File: src/rtl/pend_sched_pkg.sv
// Shared constants for the pending-event scheduler: default line count and
// coalesce counter width, plus the index-width helper.
package pend_sched_pkg;

  localparam int DEFAULT_WIDTH = 8;
  localparam int PEND_SCHED_CW = 8;

  // Index width that stays at least 1 bit even for degenerate widths.
  function automatic int idx_width(input int lines);
    return (lines <= 2) ? 1 : $clog2(lines);
  endfunction

endpackage

File: src/rtl/pend_sched_binenc.sv
// Priority binary encoder: reports the highest set bit of req, MSB-first.
module pend_sched_binenc #(
  parameter int n  = 8,
  parameter int IW = 3
) (
  input  logic [n-1:0]  req,
  output logic [IW-1:0] idx,
  output logic          any
);

  always_comb begin
    idx = '0;
    any = |req;
    for (int i = 0; i < n; i++) begin
      if (req[i]) idx = IW'(i);
    end
  end

endmodule

File: src/rtl/pend_sched.sv
// Event-pending scheduler feeding a registered valid/ready index slot.
// Define PEND_SCHED_RR_EN for round-robin selection; otherwise strict MSB-first priority.
module pend_sched
  import pend_sched_pkg::*;
#(
  parameter int  n  = DEFAULT_WIDTH,
  parameter int  CW = PEND_SCHED_CW,
  localparam int IW = idx_width(n)
) (
  input  logic          clk,
  input  logic          rst_n,
  input  logic          flush,
  input  logic [n-1:0]  set_in,
  output logic          out_valid,
  input  logic          out_ready,
  output logic [IW-1:0] out_idx,
  output logic [n-1:0]  pending,
  output logic [CW-1:0] coal_cnt
);

  localparam int PW = $clog2(n + 1);
  localparam int SW = ((CW > PW) ? CW : PW) + 1;

  logic [n-1:0]  pending_reg;
  logic          out_valid_reg;
  logic [IW-1:0] out_idx_reg;
  logic [CW-1:0] coal_cnt_reg;

  logic [IW-1:0] top_idx;
  logic          top_any;
  logic [IW-1:0] sel;
  logic          slot_free;
  logic          load;
  logic [n-1:0]  load_onehot;
  logic [n-1:0]  pending_next;
  logic [n-1:0]  coal_bits;
  logic [PW-1:0] coal_pop;
  logic [SW-1:0] coal_sum;
  logic [CW-1:0] coal_next;

  pend_sched_binenc #(.n(n), .IW(IW)) u_enc_all (
    .req (pending_reg),
    .idx (top_idx),
    .any (top_any)
  );

`ifdef PEND_SCHED_RR_EN
  logic [IW-1:0] ptr_reg;
  logic [n-1:0]  rr_mask;
  logic [IW-1:0] rr_idx;
  logic          rr_any;

  // Lines strictly below the last issued index are eligible first.
  generate
    for (genvar gi = 0; gi < n; gi++) begin : g_rr_mask
      assign rr_mask[gi] = pending_reg[gi] && (IW'(gi) < ptr_reg);
    end
  endgenerate

  pend_sched_binenc #(.n(n), .IW(IW)) u_enc_rr (
    .req (rr_mask),
    .idx (rr_idx),
    .any (rr_any)
  );

  assign sel = rr_any ? rr_idx : top_idx;
`else
  assign sel = top_idx;
`endif

  assign slot_free = !out_valid_reg || out_ready;
  assign load      = slot_free && top_any;

  generate
    for (genvar gi = 0; gi < n; gi++) begin : g_onehot
      assign load_onehot[gi] = load && (sel == IW'(gi));
    end
  endgenerate

  // A same-edge set on the line being loaded wins, so it re-pends.
  assign pending_next = (pending_reg & ~load_onehot) | set_in;
  assign coal_bits    = set_in & pending_reg;

  always_comb begin
    coal_pop = '0;
    for (int i = 0; i < n; i++) begin
      coal_pop = coal_pop + PW'(coal_bits[i]);
    end
  end

  assign coal_sum  = SW'(coal_cnt_reg) + SW'(coal_pop);
  assign coal_next = (|coal_sum[SW-1:CW]) ? {CW{1'b1}} : coal_sum[CW-1:0];

  always_ff @(posedge clk or negedge rst_n) begin
    if (!rst_n) begin
      pending_reg   <= '0;
      out_valid_reg <= 1'b0;
      out_idx_reg   <= '0;
      coal_cnt_reg  <= '0;
`ifdef PEND_SCHED_RR_EN
      ptr_reg       <= IW'(n - 1);
`endif
    end else if (flush) begin
      pending_reg   <= '0;
      out_valid_reg <= 1'b0;
    end else begin
      pending_reg  <= pending_next;
      coal_cnt_reg <= coal_next;
      if (slot_free) begin
        out_valid_reg <= load;
      end
      if (load) begin
        out_idx_reg <= sel;
`ifdef PEND_SCHED_RR_EN
        ptr_reg     <= sel;
`endif
      end
    end
  end

  assign out_valid = out_valid_reg;
  assign out_idx   = out_idx_reg;
  assign pending   = pending_reg;
  assign coal_cnt  = coal_cnt_reg;

endmodule

File: config.mk
export PLATFORM = sky130hd
export DESIGN_NAME = pend_sched
export DESIGN_NICKNAME = d
export VERILOG_FILES = /design/src/rtl/pend_sched_pkg.sv /design/src/rtl/pend_sched_binenc.sv /design/src/rtl/pend_sched.sv
export SDC_FILE = /design/constraint.sdc
export NUM_CORES = 1
export LEC_CHECK = 0
export ABC_AREA = 1
export BUFFER_PORTS_ARGS = -buffer_cell sky130_fd_sc_hd__buf_2
export CAP_MARGIN = 20
export CORE_MARGIN = 2
export CORE_UTILIZATION = 35
export CTS_CLUSTER_DIAMETER = 30
export CTS_CLUSTER_SIZE = 30
export DETAILED_ROUTE_END_ITERATION = 7
export MAX_ROUTING_LAYER = met4
export PLACE_DENSITY = 0.65
export SLEW_MARGIN = 20
export SYNTH_ARGS = -nofsm -noshare
export SYNTH_HDL_FRONTEND = slang
export SYNTH_SLANG_ARGS = --single-unit
File: constraint.sdc
create_clock -name clk -period 4.6 [get_ports clk]
set_input_delay 0.23 -clock clk [delete_from_list [all_inputs] [get_ports clk]]
set_output_delay 0.23 -clock clk [all_outputs]
set_load 0.03 [all_outputs]
==> results of run 1 <==
[worst max-delay path, stage by stage (launching register included)]
cell	delay [ns]
dfrtp_1	0.41
nand2_1	0.07
inv_1	0.05
fa_1	0.50
inv_1	0.06
fa_1	0.53
inv_1	0.05
fa_1	0.50
fa_1	0.48
fa_1	0.42
a21oi_1	0.20
o21ai_2	0.11
nand2_1	0.09
a21oi_1	0.04
a21o_1	0.15
[cell type report]
type | count | area [µm²]
Fill cell | 373 | 2070
Multi-Input combinational cell | 106 | 686
Sequential cell | 20 | 500
Timing Repair Buffer | 32 | 165
Inverter | 32 | 123
Tap cell | 48 | 60.1
Clock buffer | 4 | 55.1
[layout by cell type (no fill, tap or decap), types with 2 or more instances in the layout]
master    Yosys  layout
a21oi_2       2       2
ha_1          6       6
nand2_2       2       2
nor2_2        2       2
inv_2         5       5
nand3_1      11      11
fa_1          5       5
clkbuf_8      0       4
nand2_1      35      35
nand3_2       2       2
nand2_4       3       3
inv_1        26      26
buf_2         0      31
nor2_1        8       8
dfrtp_1      20      20
o21ai_1       8       8
nor2_4        3       3
a21oi_1      11      11
[per-stage QoR]
step | utilization (%) | instance area (µm²) | setup WS (ns) | power (mW)
finish | 43.4 | 1590 | 0.835 | 0.746
detailed placement | 41.6 | 1520 | 0.805 | 0.611
floorplan | - | 1320 | 0.841 | 0.518
CTS | 43.4 | 1590 | 0.807 | 0.759
global placement | 41.6 | 1520 | 0.908 | 0.611
global route | 43.4 | 1590 | 0.616 | 0.816
[logic make-up after synthesis]
family          after synthesis  synth area share [%]
compound gates               24                  10.3
xor+xnor                      1                 0.662
fa+ha+maj                    11                  13.2
buf+inv                      34                  10.4
flops                        20                  37.8
simple gates                 70                  27.6
[path summary, 6_finish.rpt]
path | start | endpoint
setup / recovery | pending[0] | coal_cnt[6]
hold / removal | set_in[5] | pending[5]
setup reg to reg | pending[0] | coal_cnt[6]
hold reg to reg | out_idx[0] | out_idx[0]
max in group asynchronous | rst_n | coal_cnt[7]
min in group asynchronous | rst_n | pending[5]
[report_power, final]
| group | internal [mW] | switching [mW] |
|---|---|---|
| combinational | 0.129 | 0.232 |
| clock | 0.0763 | 0.0624 |
| sequential | 0.213 | 0.0329 |
| total | 0.419 | 0.327 |
[routing by layer]
metal	routed length [µm]	track usage, %
met2	1400	27.9
met1	1250	17.6
met3	132	4.45
met4	28	3.13
met5	0	-
==> results.md, run 1 <==
* Status: finished clean
* Hold path depth at 3
* Starting density of the core at 36.2%
* Most common cell in the synthesized netlist: nand2_1
* WL per Instance at 11.6 µm
* Setup bufs post-CTS at 0
* Die footprint at 4290 µm²
* Die Ht at 65.5 µm
* Antenna Cells at 0
* Htree depth at 1
* Hold buffers post-CTS at 1
* Flop2flop setup slack at 0.83 ns
* Startpoint types: flop
* Leading area contributor after synthesis: dfrtp_1
* Setup CP Type: flop to flop
* First-pass GRT wire length at 4970 µm
* Post-synth EDFFs at 0
* Post-CTS sizing at 0
* Peak supply drop at 0.306 mV
* Critical path data required time at 4.76 ns
* Core box area at 3660 µm²
* Final setup vio count at 0
* Area contributors post-synth: dfrtp_1, nand2_1, fa_1
* Vias in the first global route at 1148
* Placed wire-length estimate at 2220 µm
* Avg Cell Area, Syn at 8.27 µm²
* CP Data Arrival Time at 3.92 ns
* Routed Antenna Nets at 0
* Max-cap viol count at 0
* Global Route Usage Sum at 15.7%
* Clock latency on the worst-skew pair at 0.26 ns
* Port bufs at 31
* Top_reg_cell synth: dfrtp_1
* CTS max path bufs at 2
* Worst slew pin tran at 0.488 ns
* CTS tree: yes
* Post-Synthesis Cells at 160
* Final slew viol count at 0
* Post-synth top area share at 37.8%
* Share of cells above drive strength 1 at 29.9%
* Number of synthesis warnings at 0
* Layout Cells excl Fill at 242
* Tmin final at 3.77 ns
* Final Hold Vio Count at 0
* Vias per Instance at 4.56
* R2R cell count at 14
* Worst-path clk slew at 0.08 ns
* DRT iter0 DRCs at 62
* FFs w/ async S/R, synth at 100%
* List of most frequent post-synthesis cells: nand2_1, inv_1, dfrtp_1
* Area growth, synth to finish at 20.0%
* Final nets at 218
* Fmax at 0.266 GHz
* Clk_skew at 0.00393 ns
* Max Fanout on Critical Path at 5
* Cell Area, Synth at 1320 µm²
* Slew HR at 67.5%
* Cell row count at 22
* Initial antenna violation count at 0
* Clk root buf: clkbuf_8
* Number of remaining DRC errors at 0
* Leak at 0.892 nW
* RSZ-0062 raised after global routing: false
* Die width at 65.5 µm
* Worst Hold Class: input pin to flop
* 1st-pass router iterations at 4
* Largest net degree at the start of global routing at 21
* Syn Nets at 183
* I/O Pins at 32
* Vias at 1104
* Dpl cells at 237
* Post-synthesis register bit count at 20
* Total Wirelength at 2810 µm
* Yosys cell types at 27
* P per Cell Area at 470 nW/µm²
* Hold WS at 0.195 ns
* Clk sinks at 20
* TritonCTS Buffers at 3
* CP Capture Type: flop
* Setup TNS Final at 0 ns
* Final period utilization at 81.9%
* Routability cong. at 0.876
* Sequential element share of the synthesized area at 37.8%
* GRT overflow at 0
Power figures use the tool's default switching activity.
==> inputs of run 2 (changes only) <==
Settings changed: PLACE_DENSITY 0.65 to 0.67.
Clock period 4.6 ns to 3.4 ns, I/O delays scaled along.
==> results.md, run 2 (synthesis gave the netlist of run 1 again) <==
* Area growth, synth to finish at 25.7%
* DRT iter0 DRCs at 36
* Max-cap viol count at 0
* Vias per Instance at 4.71
* Multi-input logic area at 727 µm²
* Final period utilization at 102%
* Final slew viol count at 0
* P per Cell Area at 628 nW/µm²
* Number of remaining DRC errors at 0
* Final setup vio count at 6
* Met2 usage at 24.5%
* Antenna Cells at 0
* Clk_skew at 0.00501 ns
* WL per Instance at 11.5 µm
* Routability cong. at 0.774
* Global Route Usage Sum at 15.1%
* Dpl cells at 241
* Commonest cells after routing, fill and taps aside: nand2_1, buf_2, inv_1
* Initial antenna violation count at 0
* Fin area at 1660 µm²
* Hold WS at 0.145 ns
* Port bufs at 31
* CTS max path bufs at 2
* CP Capture Type: flop
* I/O Pins at 32
* Total Wirelength at 2850 µm
* Starting density of the core at 36.2%
* Die footprint at 4290 µm²
* Routed Antenna Nets at 0
* Peak supply drop at 0.329 mV
* Largest net degree at the start of global routing at 21
* TritonCTS Buffers at 3
* Commonest non-fill, non-tap cell in the layout: nand2_1
* Cell row count at 22
* Placed cell area at 1570 µm²
* Failing checks: negative setup slack
* Met1 Use GR at 19.0%
* Vias in the first global route at 1161
* Core box area at 3660 µm²
* Pre-CTS setup slack at -0.0580 ns
* R2R cell count at 14
* Htree depth at 1
* Die width at 65.5 µm
* Flop2flop setup slack at -0.08 ns
* Vias at 1163
* Slew HR at 67.5%
* Finished Core Util at 45.5%
* Worst-path clk slew at 0.08 ns
* GRT overflow at 0
* Fmax at 0.288 GHz
* Share of cells above drive strength 1 at 36.7%
* First-pass GRT wire length at 4840 µm
* Startpoint types: flop
* Tmin final at 3.48 ns
* Filler Cells Inserted at 371
* Status: complete, but fails checks
* Setup slack after layout at -0.0766 ns
* Final nets at 224
* Grt met3 use at 2.91%
* CP Data Arrival Time at 3.63 ns
* Leak at 0.916 nW
* Setup TNS Final at -0.155 ns
* CTS tree: yes
* Clock latency on the worst-skew pair at 0.26 ns
* Clk root buf: clkbuf_8
* Worst Hold Class: input pin to flop
* Worst slew pin tran at 0.488 ns
* 1st-pass router iterations at 4
* Critical path data required time at 3.55 ns
* RSZ-0062 raised after global routing: true
* Die Ht at 65.5 µm
* Reg area at 503 µm²
* Max Fanout on Critical Path at 5
* Final Hold Vio Count at 0
* Clk sinks at 20
* Placed wire-length estimate at 2200 µm
* Layout Cells excl Fill at 247
* Overall power at 1.04 mW
* Hold path depth at 3
* Setup CP Type: flop to flop
* Grt peak-use layer: met2
-- run 2: repair_timing --
item / 4_1_cts / 5_1_grt
pin swaps: 0 / 3
hold buffers: 1 / 0
buffers inserted: 0 / 2
endpoints found under the setup margin: 7 / 8
endpoints found under the hold margin: 20 / 0
resized for setup: 0 / 8
-- run 2: power breakdown --
group / switching, mW / total, mW / internal [mW]
Sequential: 0.0430 / 0.332 / 0.289
Clock: 0.0809 / 0.160 / 0.0790
Combinational: 0.343 / 0.553 / 0.210
Total: 0.467 / 1.04 / 0.578
-- run 2: worst paths after layout --
| path | start | end |
|---|---|---|
| setup / recovery | pending[2] | coal_cnt[6] |
| hold / removal | set_in[0] | pending[0] |
| setup reg to reg | pending[2] | coal_cnt[6] |
| min in group asynchronous | rst_n | pending[5] |
| hold reg to reg | out_idx[0] | out_idx[0] |
| max in group asynchronous | rst_n | pending[0] |
-- run 2: layer usage --
layer  vias up  share of wire, %
met5         -                 0
met4         0               1.4
met3         4               4.6
met2        30                46
met1       543                48
li1        586                 -
-- run 2: critical path, cell delays in order (launching register included) --
cell	delay, ns
dfrtp_2	0.42
nand2_2	0.06
inv_2	0.03
fa_1	0.52
inv_2	0.04
fa_1	0.47
inv_1	0.05
fa_1	0.48
fa_2	0.40
fa_2	0.38
a21oi_4	0.15
o21ai_4	0.10
nand2_2	0.08
a21oi_2	0.03
a21o_1	0.15
-- run 2: final cells by class --
| cell class | count | share of cell area (%) |
|---|---|---|
| clock buffers | 3 | 2.48 |
| flip-flops and latches | 20 | 30.2 |
| repair buffers | 38 | 12.6 |
| inverters | 32 | 7.37 |
| multi-input cells | 106 | 43.7 |
| well taps | 48 | 3.61 |
==> inputs of run 3 (changes only) <==
Settings changed: CORE_UTILIZATION 35 to 47, PLACE_DENSITY 0.67 to 0.83, RECOVER_POWER set to 100, SLEW_MARGIN 20 to not set.
==> results.md, run 3 (synthesis gave the netlist of run 1 again) <==
* CTS max path bufs at 2
* DRT iter0 DRCs at 33
* Leak at 0.860 nW
* CTS tree: yes
* Vias at 1159
* Layout Cells excl Fill at 231
* Vias per Instance at 5.02
* Setup CP Type: flop to flop
* Port bufs at 31
* TritonCTS Buffers at 3
* Worst-path clk slew at 0.12 ns
* Die width at 57.1 µm
* Hold WS at 0.0904 ns
* Startpoint types: flop
* Clock latency on the worst-skew pair at 0.31 ns
* P per Cell Area at 653 nW/µm²
* Largest net degree at the start of global routing at 21
* RR Endpoint: coal_cnt[6]
* Placed cell area at 1540 µm²
* Finished Core Util at 59.3%
* Antenna Cells at 0
* Fin area at 1610 µm²
* Worst path max stage delay at 0.50 ns
* Fmax at 0.285 GHz
* Final period utilization at 103%
* Pre-CTS setup slack at -0.0811 ns
* Max Fanout on Critical Path at 5
* Share of cells above drive strength 1 at 27.5%
* Slew HR at 26.1%
* Flop2flop setup slack at -0.10 ns
* Final Hold Vio Count at 0
* Vias in the first global route at 1157
* Worst slew pin tran at 1.11 ns
* Reg2reg start: pending[2]
* Dpl cells at 223
* Peak supply drop at 0.410 mV
* Htree depth at 1
* Filler Cells Inserted at 279
* Routability cong. at 0.848
* I/O Pins at 32
* R2R cell count at 14
* Crit-path slowest cell: fa_1
* Max-cap viol count at 0
* Cell row count at 19
* Placed wire-length estimate at 2180 µm
* Multi-input logic area at 701 µm²
* Final slew viol count at 0
* Hold Startpoint: set_in[1]
* Area growth, synth to finish at 21.4%
* Die Ht at 57.1 µm
* Initial antenna violation count at 0
* Routed Antenna Nets at 0
* Global Route Usage Sum at 19.4%
* Total Wirelength at 2760 µm
* Clk_skew at 0.00527 ns
* Final nets at 224
* Hold path depth at 3
* Final setup vio count at 8
* Number of remaining DRC errors at 0
* Setup slack after layout at -0.103 ns
* Most used cell, CP: fa_1
* Commonest non-fill, non-tap cell in the layout: nand2_1
* Critical path data required time at 3.61 ns
* Tmin final at 3.50 ns
* GRT overflow at 0
* Commonest cells after routing, fill and taps aside: nand2_1, inv_1, dfrtp_1
* 1st-pass router iterations at 4
* Setup TNS Final at -0.492 ns
* Clk root buf: clkbuf_4
* WL per Instance at 11.9 µm
* CP Capture Type: flop
* Failing checks: negative setup slack
* Die footprint at 3260 µm²
* Reg area at 503 µm²
* RSZ-0062 raised after global routing: true
* CP Data Arrival Time at 3.72 ns
* Overall power at 1.05 mW
* Status: complete, but fails checks
* CP Cell Sequence: nand2_2, inv_2, fa_1, inv_1, fa_1, inv_1, fa_1, fa_2, fa_2, a21oi_2, o21ai_2, nand2_1, a21oi_2, a21o_1
* Clk sinks at 20
* Core box area at 2710 µm²
* Worst Hold Class: input pin to flop
* Starting density of the core at 48.8%
* Hold Path End: pending[1]
* First-pass GRT wire length at 4780 µm
run 3: cell count changes in the layout (fill, tap and decap cells not counted), sizes merged:
cell and change:
bufinv +1, clkbuf +17, buf -17
run 3: worst max-delay path, delay by kind of cell, from the launching register on:
family,cells,cell delay [ns]
flops,1,0.43
compound gates,4,0.44
fa+ha+maj,5,2.21
buf+inv,3,0.13
simple gates,2,0.18
run 3: report_power, final:
part | leakage (nW) | switching (mW) | internal, mW | total [mW]
combinational | 0.585 | 0.328 | 0.192 | 0.521
sequential | 0.247 | 0.0421 | 0.289 | 0.331
clock | 0.0279 | 0.0776 | 0.119 | 0.197
run 3: timing repair:
| item | in CTS | in global routing |
|---|---|---|
| hold endpoints to repair | 20 | 0 |
| hold buffers | 1 | 0 |
| endpoints found under the setup margin | 7 | 8 |
| pin swaps | 0 | 2 |
| resized for setup | 0 | 3 |
| buffers inserted | 0 | 3 |
run 3: per-layer routing:
layer | global-route usage, % | share of wire (%)
met5 | - | 0
met4 | 7.31 | 0.62
met3 | 2.04 | 4.6
met2 | 33.7 | 52
met1 | 23.1 | 43
run 3: cell type report:
class / count / share of cell area (%)
sequential: 20 / 31.3
tap: 31 / 2.41
clock inverter: 1 / 1.87
multi-input combinational: 106 / 43.6
clock buffer: 3 / 1.40
inverter: 32 / 7.63
timing repair buffer: 38 / 11.8
run 3: worst max path at each step:
stage / start / to / slack [ns] / cells past startpoint
finish: pending[2] / coal_cnt[6] / -0.10 / 14
global route: pending[2] / coal_cnt[6] / -0.25 / 14
CTS: pending[2] / coal_cnt[6] / -0.1 / 14
detailed placement: pending[2] / coal_cnt[6] / -0.08 / 14
global placement: pending[2] / coal_cnt[6] / 0.02 / 14
floorplan: pending[2] / coal_cnt[6] / -0.07 / 14
